**config.mk**
```make
export PLATFORM = sky130hd
export DESIGN_NAME = sparse_repeat
export DESIGN_NICKNAME = d
export VERILOG_FILES = /design/src/rtl/sparse_repeat.sv
export SDC_FILE = /design/constraint.sdc
export NUM_CORES = 1
export LEC_CHECK = 0
export BUFFER_PORTS_ARGS = -buffer_cell sky130_fd_sc_hd__buf_2
export CORE_AREA = 2 2 96 98
export CTS_BUF_LIST = sky130_fd_sc_hd__clkbuf_8
export DETAILED_ROUTE_END_ITERATION = 10
export DIE_AREA = 0 0 98 100
export GPL_TIMING_DRIVEN = 0
export PLACE_DENSITY = 0.47
export SYNTH_ARGS = -nofsm -noshare
export SYNTH_HDL_FRONTEND = slang
export SYNTH_SLANG_ARGS = --single-unit
```
**constraint.sdc**
```tcl
create_clock -name clk -period 2.8 [get_ports clk]
set_clock_uncertainty 0.15 [all_clocks]
set_input_delay 0.14 -clock clk [delete_from_list [all_inputs] [get_ports clk]]
set_output_delay 0.14 -clock clk [all_outputs]
set_load 0.01 [all_outputs]
```
**src/rtl/sparse_repeat.sv**
```systemverilog
`default_nettype none
// ============================================================================
// Module  : sparse_repeat
// Brief   : Repeats each reference token once per repeat token (ready/valid).
// Revision: 1.0
// ============================================================================
module sparse_repeat #(
   parameter int DATA_WIDTH     = 16,
   parameter int OUT_FIFO_DEPTH = 2
) (
   input  logic                  clk,
   input  logic                  rst_n,
   input  logic                  clk_en,
   input  logic                  flush,
   input  logic                  tile_en,
   input  logic                  root,
   input  logic                  spacc_mode,
   input  logic [15:0]           stop_lvl,
   input  logic [DATA_WIDTH:0]   proc_data_in,
   input  logic                  proc_data_in_valid,
   output logic                  proc_data_in_ready,
   input  logic [DATA_WIDTH:0]   repsig_data_in,
   input  logic                  repsig_data_in_valid,
   output logic                  repsig_data_in_ready,
   output logic [DATA_WIDTH:0]   ref_data_out,
   output logic                  ref_data_out_valid,
   input  logic                  ref_data_out_ready
);

   localparam int c_aw = (OUT_FIFO_DEPTH > 1) ? $clog2(OUT_FIFO_DEPTH) : 1;
   localparam int c_cw = $clog2(OUT_FIFO_DEPTH + 1);
   localparam logic [c_cw-1:0] c_depth = c_cw'(OUT_FIFO_DEPTH);
   localparam logic [c_aw-1:0] c_last  = c_aw'(OUT_FIFO_DEPTH - 1);
   localparam logic [DATA_WIDTH:0] c_tok_done = {1'b1, DATA_WIDTH'(9'h100)};
   localparam logic [DATA_WIDTH:0] c_tok_s0   = {1'b1, DATA_WIDTH'(0)};

   localparam logic [1:0] c_st_start   = 2'd0;
   localparam logic [1:0] c_st_process = 2'd1;
   localparam logic [1:0] c_st_done    = 2'd2;

   logic [1:0]            state_q, state_d;
   logic                  pend_q, pend_d;
   logic [c_cw-1:0]       count_q, count_d;
   logic [c_aw-1:0]       wr_ptr_q, wr_ptr_d;
   logic [c_aw-1:0]       rd_ptr_q, rd_ptr_d;
   logic [DATA_WIDTH:0]   mem_q [OUT_FIFO_DEPTH];

   logic                  clr, active, out_valid, out_pop, space, run;
   logic                  ref_data, ref_stop, ref_done;
   logic                  rep_data, rep_stop, rep_done;
   logic                  drop_stop, push, pop_ref, pop_rep, go_done;
   logic [DATA_WIDTH:0]   push_tok;
   logic [7:0]            ref_k;

   assign clr       = rst_n | flush | ~tile_en;
   assign active    = clk_en & ~clr;
   assign out_valid = active & (count_q != '0);
   assign out_pop   = out_valid & ref_data_out_ready;
   assign space     = (count_q < c_depth) | out_pop;
   assign run       = active & (state_q != c_st_done) & space;

   assign ref_k     = proc_data_in[7:0];
   assign ref_data  = ~proc_data_in[DATA_WIDTH];
   assign ref_done  = (proc_data_in == c_tok_done);
   assign ref_stop  = proc_data_in[DATA_WIDTH] & ~proc_data_in[8];
   assign rep_data  = ~repsig_data_in[DATA_WIDTH];
   assign rep_done  = (repsig_data_in == c_tok_done);
   assign rep_stop  = repsig_data_in[DATA_WIDTH] & ~repsig_data_in[8];
   assign drop_stop = spacc_mode & ({8'b0, ref_k} < stop_lvl);

   always_comb begin
      push     = 1'b0;
      push_tok = '0;
      pop_ref  = 1'b0;
      pop_rep  = 1'b0;
      go_done  = 1'b0;
      pend_d   = pend_q;
      if (run) begin
         if (root) begin
            if (repsig_data_in_valid) begin
               if (rep_data) begin
                  push    = 1'b1;
                  pop_rep = 1'b1;
               end else if (rep_stop) begin
                  push     = 1'b1;
                  push_tok = repsig_data_in;
                  pop_rep  = 1'b1;
               end else if (rep_done) begin
                  push     = 1'b1;
                  push_tok = c_tok_done;
                  pop_rep  = 1'b1;
                  go_done  = 1'b1;
               end
            end
         end else if (proc_data_in_valid) begin
            if (ref_stop) begin
               // An upstream stop absorbs any pending S0 and is promoted one level.
               pop_ref = 1'b1;
               pend_d  = 1'b0;
               if (!drop_stop) begin
                  push     = 1'b1;
                  push_tok = {1'b1, (DATA_WIDTH-8)'(0), ref_k + 8'd1};
               end
            end else if (ref_data && pend_q) begin
               push     = 1'b1;
               push_tok = c_tok_s0;
               pend_d   = 1'b0;
            end else if (ref_data && repsig_data_in_valid) begin
               if (rep_data) begin
                  push     = 1'b1;
                  push_tok = {1'b0, proc_data_in[DATA_WIDTH-1:0]};
                  pop_rep  = 1'b1;
               end else if (rep_stop) begin
                  pend_d  = 1'b1;
                  pop_ref = 1'b1;
                  pop_rep = 1'b1;
               end
            end else if (ref_done && repsig_data_in_valid && rep_done) begin
               push = 1'b1;
               if (pend_q) begin
                  push_tok = c_tok_s0;
                  pend_d   = 1'b0;
               end else begin
                  push_tok = c_tok_done;
                  pop_ref  = 1'b1;
                  pop_rep  = 1'b1;
                  go_done  = 1'b1;
               end
            end
         end
      end
   end

   always_comb begin
      state_d = state_q;
      case (state_q)
         c_st_start: begin
            if (go_done) begin
               state_d = c_st_done;
            end else if (active && (repsig_data_in_valid || (proc_data_in_valid && !root))) begin
               state_d = c_st_process;
            end
         end
         c_st_process: if (go_done) state_d = c_st_done;
         c_st_done:    if (active) state_d = c_st_start;
         default:      state_d = c_st_start;
      endcase
   end

   always_comb begin
      count_d  = count_q + c_cw'(push) - c_cw'(out_pop);
      wr_ptr_d = wr_ptr_q;
      rd_ptr_d = rd_ptr_q;
      if (push)    wr_ptr_d = (wr_ptr_q == c_last) ? '0 : wr_ptr_q + 1'b1;
      if (out_pop) rd_ptr_d = (rd_ptr_q == c_last) ? '0 : rd_ptr_q + 1'b1;
   end

   always_ff @(posedge clk) begin
      if (clr) begin
         state_q  <= c_st_start;
         pend_q   <= 1'b0;
         count_q  <= '0;
         wr_ptr_q <= '0;
         rd_ptr_q <= '0;
      end else begin
         state_q  <= state_d;
         pend_q   <= pend_d;
         count_q  <= count_d;
         wr_ptr_q <= wr_ptr_d;
         rd_ptr_q <= rd_ptr_d;
      end
   end

   always_ff @(posedge clk) begin
      if (push) mem_q[wr_ptr_q] <= push_tok;
   end

   assign proc_data_in_ready   = pop_ref;
   assign repsig_data_in_ready = pop_rep;
   assign ref_data_out_valid   = out_valid;
   assign ref_data_out         = (!clr && count_q != '0) ? mem_q[rd_ptr_q] : '0;

endmodule
`default_nettype wire

```
=== Word-level counts from Yosys, hierarchy flattened ===
Memories as Yosys holds them, arrays and structs flattened. A register that Yosys moved wholly into a read port is not among the register bits.
Index checks and enable logic that the tools add are counted.

* Word-level logic and storage cells: 126
* Input port bits: 60
* Memories: 1
* Bits in writable memories: 34
* Register bits: 7
* Output and inout port bits: 20

* Add/subtract/negate cells: 5
* Reductions and logical operators: 15
* Magnitude comparators: 2
* Bitwise logic cells: 17
* Muxes and demuxes: 71
* Equality and inequality tests: 10

{| class="wikitable"
|+ Memories
! memory !! depth !! width !! rd ports !! clocked after Yosys merged registers in !! wr ports !! RTL line !! RTL
|-
| mem_q || 2 || 17 || 1 || 1 || 1 || 46 || <nowiki>logic [DATA_WIDTH:0] mem_q [OUT_FIFO_DEPTH];</nowiki>
|}

{| class="wikitable"
|+ Operator list
! cell !! count
|-
| 2-to-1 mux 17 bit || 13
|-
| 2-to-1 mux 1 bit || 51
|-
| equality test 17 bit, second input constant || 2
|-
| less-than comparator 8 x 16 -> 1 bit || 1
|-
| 2-to-1 mux 16 bit || 1
|-
| 2-to-1 mux 9 bit || 1
|-
| adder 8 x 1 -> 8 bit, second input constant || 1
|-
| bitwise AND 1 bit || 8
|-
| 2-to-1 mux 2 bit || 4
|-
| inequality test 4 bit, second input constant || 2
|-
| logical AND 1 bit || 7
|-
| inequality test 2 bit, second input constant || 3
|-
| NOT 1 bit || 6
|-
| case mux 2 bit (3 select lines) || 1
|-
| AND reduction 6 bit || 1
|-
| nonzero test 4 bit || 1
|-
| inequality test 3 bit, second input constant || 1
|-
| OR 1 bit || 3
|-
| AND reduction 3 bit || 1
|-
| adder 1 bit, second input constant || 2
|-
| adder 2 x 1 -> 2 bit || 1
|-
| equality test 2 x 1 -> 1 bit, second input constant || 1
|-
| equality test 2 bit, second input constant || 1
|-
| zero test 1 bit || 2
|-
| 5 further kinds || 5
|}

=== Longest topological paths before layout ===
Gate-level depths: netlist (run 1).

* Word-level depth: 12
* Gate-level depth with buffers: 13
* Gate-level depth less buffers: 13

=== Worst setup path after synthesis (run 1) ===
OpenSTA, ideal clock, no wires.

* Kind: input port to flip-flop
* Start: input port repsig_data_in[0]
* End: memory mem_q[1][0] (netlist name), enable pin
* Arrival time: 2.050 ns
* Setup slack: 0.209 ns
* Required time: 2.259 ns
* Path buffers: 0
* Setup time: 0.391 ns
* Stages on the path: 6
* Cells stage by stage: nor4_1 nand4_1 nor4_2 nor4_1 a211o_1 nor2_1

* Longest elaborated chain between the ends: 11
* Elaborated cells between the ends (all ways): 15
* Those cells by class: eq/ne (1); mux (13); reduce/logical (1)

{| class="wikitable"
|+ Ends and longest elaborated chain
! item !! RTL line !! RTL
|-
| start, declared || 22 || <nowiki>input logic [DATA_WIDTH:0] repsig_data_in,</nowiki>
|-
| equality test 17 bit (*) || 67 || <nowiki>assign rep_done = (repsig_data_in == c_tok_done);</nowiki>
|-
| logical AND 1 bit || 118 || <nowiki>end else if (ref_done && repsig_data_in_valid && rep_done) begin</nowiki>
|-
| 2-to-1 mux 1 bit || 118 ||
|-
| 2-to-1 mux 1 bit || 108 || <nowiki>end else if (ref_data && repsig_data_in_valid) begin</nowiki>
|-
| 2-to-1 mux 1 bit || 104 || <nowiki>end else if (ref_data && pend_q) begin</nowiki>
|-
| 2-to-1 mux 1 bit || 96 || <nowiki>if (ref_stop) begin</nowiki>
|-
| 2-to-1 mux 1 bit || 95 || <nowiki>end else if (proc_data_in_valid) begin</nowiki>
|-
| 2-to-1 mux 1 bit (*) || 79 || <nowiki>if (root) begin</nowiki>
|-
| 2-to-1 mux 1 bit (*) || 78 || <nowiki>if (run) begin</nowiki>
|-
| 2-to-1 mux 1 bit (*) || 175 || <nowiki>if (push) mem_q[wr_ptr_q] <= push_tok;</nowiki>
|-
| 2-to-1 mux 1 bit (implied by the code) (*) || 175 ||
|-
| end, declared || 46 ||
|}

Mark *: on every way between the ends. The rest lies on a longest branch, timed or not.

=== Final worst setup path (run 1) ===
* Start: input port proc_data_in[9]
* End: register count_q[1]

* Longest elaborated chain between the ends: 12

{| class="wikitable"
|+ Ends and longest elaborated chain
! item !! RTL line !! RTL
|-
| start, declared || 19 || <nowiki>input logic [DATA_WIDTH:0] proc_data_in,</nowiki>
|-
| equality test 17 bit || 64 || <nowiki>assign ref_done = (proc_data_in == c_tok_done);</nowiki>
|-
| logical AND 1 bit (2 in series) || 118 ||
|-
| 2-to-1 mux 1 bit || 118 ||
|-
| 2-to-1 mux 1 bit || 108 ||
|-
| 2-to-1 mux 1 bit || 104 ||
|-
| 2-to-1 mux 1 bit || 96 ||
|-
| 2-to-1 mux 1 bit || 95 ||
|-
| 2-to-1 mux 1 bit || 79 ||
|-
| 2-to-1 mux 1 bit || 78 ||
|-
| adder 2 x 1 -> 2 bit || 151 || <nowiki>count_d = count_q + c_cw'(push) - c_cw'(out_pop);</nowiki>
|-
| subtractor 2 x 1 -> 2 bit || 151 ||
|-
| end signal, assigned || 168 || <nowiki>count_q <= count_d;</nowiki>
|-
| end, declared || 43 || <nowiki>logic [c_cw-1:0] count_q, count_d;</nowiki>
|}

Every way passes these cells.
A chain may end at the register's enable or synchronous reset.

==> results.md, run 1 <==
* Multi-input gate area at 1350 um2
* Fillers at 892
* Max FO, Critical Path at 4
* Slew headroom at 49.4%
* Row cnt at 35
* Post-synthesis instance total at 253
* CP max stage delay at 590 ps
* Seq pwr share at 48.6%
* Status: finished, final reports clean
* Worst Setup Path Type: input pin to flip-flop
* Yosys reg bits at 42
* Hold Path Class: input pin to flip-flop
* Clock buffer depth at 2
* Post-Synthesis Cell Area at 2590 um2
* Crit path DAT at 2630 ps
* Via count at 2253
* Internal power at 0.00109 W
* Period utilisation layout at 92.6%
* Vias per cell at 5.00
* # DRC at 0
* Detailed Route WL at 6790 um
* Post-DP HPWL at 5340 um
* Synthesized area per cell at 10.2 um2
* Crit path cell chain: buf_2 -> nor4_1 -> nand2_1 -> nor4_4 -> nor4_1 -> a211o_1 -> ha_1 -> inv_1 -> ha_1 -> xor2_1 -> xnor2_1 -> nor2_1
* CP max-delay cell: nor4_1
* Core area at 8890 um2
* CTS Buf Count at 5
* Main synth FF type: edfxtp_1
* Async set or reset register ratio after synthesis at 0%
* Clock root buffer: clkbuf_8
* Wirelength per Cell at 15.1 um
* DRT antenna net count at 0
* Initial antenna violation count at 0
* Crit path time final at 2590 ps
* CTS tree: built
* Crit end category: flip-flop
* Fraction of layout cells with a size suffix above 1 at 30.9%
* Ports at 80
* PD cells at 417 nW/um2
* Commonest cells after routing, fill and taps aside: buf_2, edfxtp_1, nor2_1, inv_1, mux2i_1
* Launching element type of the critical path: input pin
* Worst EP required at 2840 ps
* Pins Over Slew Limit at 0
* Min Hold Slack at 36.3 ps
* Initial Util at 29.1%
* Switching share of power at 21.4%
* Register clock-pin slew on the reported worst setup and hold paths at 80 ps
* Endpoints failing setup at 0
* Sequential area share after synthesis at 45.6%
* GR met3 Demand/Resource at 2.51%
* N_diodes at 0
* Post-synth EDFFs at 34
* Ys Warns at 0
* Drt initial violations at 91
* Commonest non-fill, non-tap cell in the layout: buf_2
* Final GP Congestion at 0.811
* Clk_lat worst skew at 290 ps
* GR met2 Demand/Resource at 24.2%
* First-pass GRT wire length at 10800 um
* Gr busiest metal: met2
* Clock network power share at 41.1%
* Achievable frequency at 386 MHz
* Tightest Pin Transition at 758 ps
* Total GRT Usage at 14.1%
* RSZ-0062 raised after global routing: false
* Register area at 1180 um2
* Total of max-cap violations at 0
* Initial DRT Pass Iterations at 4
* Final Hold Fails at 0
* Combinational power share at 10.3%
* Vias in the first global route at 2159
* Area Growth Syn to Fin at 27.8%
* CTS Sinks at 42
* VDD IR max at 183 uV
* Leak pwr at 1.25 nW
* Met1 Usage GRT at 18.4%
* Sum Neg Setup Slack at 0 ps
* Sw Pwr at 0.000295 W
* CTS H-Tree Depth at 2
* Fin worst setup slack at 206 ps
* Die area at 9800 um2
* # nets final at 410
* Pin count of the biggest net entering global routing at 18
* Die span in x at 98 um
* Post-synth net total at 324
* Post-Place Setup Slack at -363 ps
* Synth cell types at 47
* Global route overflow at 0
* Die span in y at 100 um
* Buffers added on ports at 79
==> cells in the mapped netlist (all sizes together) (7+ instances only) <==
cell type | number | area [um2]
edfxtp | 34 | 1020
nor2 | 32 | 128
inv | 19 | 71.3
mux2i | 18 | 180
nand2 | 15 | 58.8
o21ai | 13 | 65.1
ha | 11 | 138
nor4 | 11 | 75.1
a22o | 9 | 78.8
dfxtp | 8 | 160
o31ai | 8 | 60.1
a21oi | 7 | 35.0
nor3 | 7 | 40.0
==> worst max-delay path, delay by kind of cell <==
kind                     cells  cell delay [ps]
buffers and inverters        2              150
AND/OR/NAND/NOR              5             1190
XOR/XNOR                     2              300
AO/OA/AOI/OAI                1              360
adder cells (fa/ha/maj)      2              490
==> flip-flops by register name, summed over array words and instances, names as in the netlist, named ones only <==
| register | flops |
|---|---|
| state_q | 2 |
| rd_ptr_q | 1 |
| pend_q | 1 |
| count_q | 2 |
| mem_q | 34 |
| wr_ptr_q | 1 |
==> cell families (layout without fill, tap and decap cells) <==
group,Yosys count,count (layout),synth area share (%)
flip-flops,42,42,45.6
AO/OA/AOI/OAI,53,53,15.3
adder cells (fa/ha/maj),11,11,5.32
XOR/XNOR,3,3,1.02
multiplexers,18,18,6.96
buffers and inverters,26,113,4.16
AND/OR/NAND/NOR,100,100,21.6
==> worst paths after layout <==
path	startpoint	end	slack (ps)	depth (start not counted)
max	proc_data_in[9]	count_q[1]	210	12
min	clk_en	state_q[1]	40	3
max reg2reg	count_q[1]	count_q[1]	340	10
min reg2reg	state_q[1]	state_q[0]	350	1
==> metal layers <==
layer	part of all wire [%]	vias up
li1	-	1129
met3	5.4	6
met4	1.3	0
met5	0	-
met1	46	1043
met2	48	75
==> through the flow <==
step                cell area, um2  power, W  util (%)  std cells
finish                        3310   0.00138      37.2        451
global route                  3310   0.00144      37.2        451
CTS                           3270   0.00139      36.7        451
detailed placement            3130  0.000823      35.2        443
global placement              3120  0.000822      35.1        443
floorplan                     2590  0.000742         -        253
==> what timing repair did <==
item | CTS | global route
setup endpoints to repair | 34 | 35
buffers inserted | 0 | 0
hold buffers | 0 | 0
cloned | 0 | 0
pin swaps | 0 | 1
endpoints found under the hold margin | 0 | 0
resized for setup | 0 | 7
==> power by group through the flow <==
| stage | Sequential, W | Clock [W] | Combinational [W] |
|---|---|---|---|
| finish | 0.000670 | 0.000568 | 0.000142 |
| global route | 0.000671 | 0.000605 | 0.000160 |
| CTS | 0.000670 | 0.000580 | 0.000139 |
| detailed placement | 0.000685 | 0 | 0.000138 |
| global placement | 0.000685 | 0 | 0.000137 |
| floorplan | 0.000685 | 0 | 0.0000573 |
==> final cells by class <==
type	instances	area share, %
Buffer	7	1.10
Clock buffer	5	2.08
Clock inverter	3	2.08
Inverter	19	2.16
Multi-Input combinational cell	185	40.8
Sequential cell	42	35.7
Tap cell	111	4.20
Timing Repair Buffer	79	11.9
No activity file was read; power rests on OpenSTA's default activity.
==> inputs of run 2 (changes only) <==
- ABC_AREA: unset -> 1
- CORE_AREA: 2 2 96 98 -> 2 2 100 102
- CTS_CLUSTER_SIZE: unset -> 12
- DIE_AREA: 0 0 98 100 -> 0 0 102 104
- PLACE_DENSITY: 0.47 -> 0.46
==> results.md, run 2 <==
* XOR/XNOR Fraction of Synth Area at 1.56% (+0.54 points)
* Post-CTS Setup Bufs at 0 (unchanged)
* Post-synth net total at 450 (+39%)
* # DRC at 0 (unchanged)
* Post-synth EDFFs at 34 (unchanged)
* Initial Util at 29.4% (+0.31 points)
* Clock buffer depth at 2 (unchanged)
* Count leader, synth: nand2_1
* Tightest Pin Transition at 703 ps (-55.3 ps)
* Ports at 80 (unchanged)
* Die span in y at 104 um (+4.0%)
* Synthesized area per cell at 7.41 um2 (-28%)
* Area Growth Syn to Fin at 24.5%
* Hold Path Class: input pin to flip-flop
* Placed cells at 592 (+34%)
* Hold Path Origin: tile_en
* Largest delay share family, worst path: compound AO/OA/AOI/OAI gates
* Buffers added on ports at 79 (unchanged)
* Sequential area share after synthesis at 42.0% (-3.6 points)
* Crit path DAT at 2490 ps (-140 ps)
* Crit path time final at 2450 ps (-140 ps)
* Async set or reset register ratio after synthesis at 0% (unchanged)
* Hold Path End: count_q[0]
* Post-Synthesis Cell Area at 2810 um2 (+8.6%)
* Yosys top cell by area: edfxtp_1
* # nets final at 537 (+31%)
* Post-DP HPWL at 6100 um (+14%)
* Clk_lat worst skew at 290 ps (about the same)
* Wirelength per Cell at 12.6 um (-17%)
* Largest reg by FF count: mem_q
* Status: complete, but fails checks
* Worst EP required at 2840 ps (about the same)
* N_diodes at 0 (unchanged)
* Pin count of the biggest net entering global routing at 18 (unchanged)
* Pins Over Slew Limit at 0 (unchanged)
* Fraction of layout cells with a size suffix above 1 at 24.0% (-6.9 points)
* CP max-delay cell: dfxtp_1
* Vias in the first global route at 2521 (+17%)
* RSZ-0062 raised after global routing: false
* First-pass GRT wire length at 12300 um (+14%)
* Register clock-pin slew on the reported worst setup and hold paths at 80 ps (about the same)
* Row cnt at 36 (+2.9%)
* VDD IR max at 164 uV (-10%)
* Leak pwr at 1.67 nW (+33%)
* Launching element type of the critical path: flip-flop
* Simple-gate share of the synthesized area at 32.2% (+11 points)
* Compound-cell area share of the yosys netlist at 11.1% (-4.2 points)
* Die span in x at 102 um (+4.1%)
* Via count at 2685 (+19%)
* Commonest cells after routing, fill and taps aside: nand2_1, buf_2, inv_1, nor2_1
* Global route overflow at 0 (unchanged)
* Final instance area at 3500 um2 (+5.7%)
* Vias per cell at 4.48 (-10%)
* Yosys reg bits at 42 (unchanged)
* Reg2reg end: count_q[1]
* Largest regs: mem_q: 34 flops, count_q: 2 flops, state_q: 2 flops
* Slew headroom at 53.1% (+3.6 points)
* Gr busiest metal: met2
* GR met3 Demand/Resource at 1.75% (-0.76 points)
* Crit end category: flip-flop
* Ys Warns at 0 (unchanged)
* CTS Sinks at 42 (unchanged)
* Synth Area in Adders at 4.90% (-0.42 points)
* Synth top area share at 36.3% (-3.1 points)
* Period utilisation layout at 87.6% (-5.0 points)
* Core area at 9550 um2 (+7.4%)
* Die area at 10600 um2 (+8.2%)
* PD cells at 372 nW/um2 (-11%)
* Total GRT Usage at 14.6% (+0.48 points)
* Min Hold Slack at -0.0142 ps (-36.3 ps)
* Failing checks: negative hold slack
* CTS resizes at 0 (unchanged)
* Achievable frequency at 408 MHz (+5.7%)
* DRT antenna net count at 0 (unchanged)
* Detailed Route WL at 7530 um (+11%)
* Reg-to-reg startpoint: state_q[1]
* Buffers & Inverters on Critical Path at 3 (+1)
* Post-synth top cells: nand2_1, inv_1, nor2_1, edfxtp_1, nand3_1
* Mux share of post-synthesis cell area at 0% (-7.0 points)
* WHS Path Cells at 3 (unchanged)
* Synth cell types at 33 (-30%)
* Main synth FF type: edfxtp_1
* Max reg flops at 34 (unchanged)
* R2r worst-path depth at 12 (+2)
* CTS Buf Count at 5 (unchanged)
* CP max stage delay at 340 ps (-250 ps)
* Post-synthesis instance total at 379 (+50%)
* Crit path cell chain: inv_1 -> o22ai_1 -> nor2_4 -> inv_2 -> a21oi_2 -> nand2_1 -> ha_1 -> inv_1 -> ha_1 -> xor2_1 -> o21ai_0 -> a21oi_1
* CTS tree: built
* Worst Setup Path Type: flip-flop to flip-flop
* R2r setup slk at 350 ps (about the same)
* Largest family of logic cells by synthesized area: simple AND/OR/NAND/NOR gates
* Commonest non-fill, non-tap cell in the layout: nand2_1
* Placed cell areas at 3390 um2 (+8.4%)
* Endpoints failing setup at 0 (unchanged)
* Top cells by area, synth: edfxtp_1, nand2_1, inv_1, nand3_1, dfxtp_1
* Hold Buf Count CTS at 0 (unchanged)
* Clock root buffer: clkbuf_8
* Drt initial violations at 94 (+3.3%)
* Final GP Congestion at 0.825 (+1.7%)
* Total of max-cap violations at 0 (unchanged)
* Max FO, Critical Path at 10 (+6)
* Crit path from: state_q[1]
* Final Hold Fails at 1 (+1)
* Finished Layout Cells at 600 (+33%)
* GR met2 Demand/Resource at 24.7% (+0.44 points)
* Met1 Usage GRT at 19.8% (+1.4 points)
* Initial antenna violation count at 0 (unchanged)
* Initial DRT Pass Iterations at 4 (unchanged)
* CTS H-Tree Depth at 2 (unchanged)
run 2: changes by cell type after synthesis, sizes merged, moves of 7 or more:
cell	change
inv	+34
nand3	+30
a21oi	+26
o22ai	+7
mux2i	-18
nand2	+93
nor4	-9
nor2	+18
a22o	-9
o31ai	-8
run 2: power breakdown:
part,switching [W],internal [W],total [W]
Clock,0.000204,0.000262,0.000466
Combinational,0.0000972,0.0000663,0.000164
Sequential,0.00000109,0.000670,0.000671
run 2: stage by stage:
| stage | TNS [ps] | setup slack, ps | utilization (%) | power, W |
|---|---|---|---|---|
| after floorplan | 0 | 447 | - | 0.000770 |
| after global placement | -6860 | -404 | 35.3 | 0.000847 |
| after detailed placement | 0 | 239 | 35.5 | 0.000850 |
| after CTS | 0 | 337 | 36.6 | 0.00131 |
| after global routing | 0 | 177 | 36.6 | 0.00137 |
| final | 0 | 347 | 36.6 | 0.00130 |
run 2: tightest hold or removal path, cell delays in order:
cell	delay (ps)
buf_2	80
nand2_1	100
nor2_1	100
run 2: cells by family after synthesis:
kind of cell | after synthesis
flops | 42
xor+xnor | 5
buf+inv | 61
simple gates | 203
fa+ha+maj | 11
compound gates | 57
run 2: worst max-delay path by stage:
stage,to,cells past startpoint
global placement,mem_q[0][11],15
finish,count_q[1],12
global route,count_q[1],12
CTS,count_q[1],12
detailed placement,count_q[1],20
floorplan,mem_q[0][0],7
run 2: area by class of cell:
type                            instances  area (um2)
Buffer                                  6        23.8
Clock buffer                            5        68.8
Clock inverter                          3        41.3
Fill cell                            1101        6050
Inverter                               55         206
Multi-Input combinational cell        276        1400
Sequential cell                        42        1180
Tap cell                              133         166
Timing Repair Buffer                   80         410
run 2: metal layers:
metal / share of wire, % / up-vias
met1: 45 / 1200
met2: 50 / 64
met4: 0.84 / 0
li1: - / 1417
met5: 0 / -
met3: 4.6 / 4
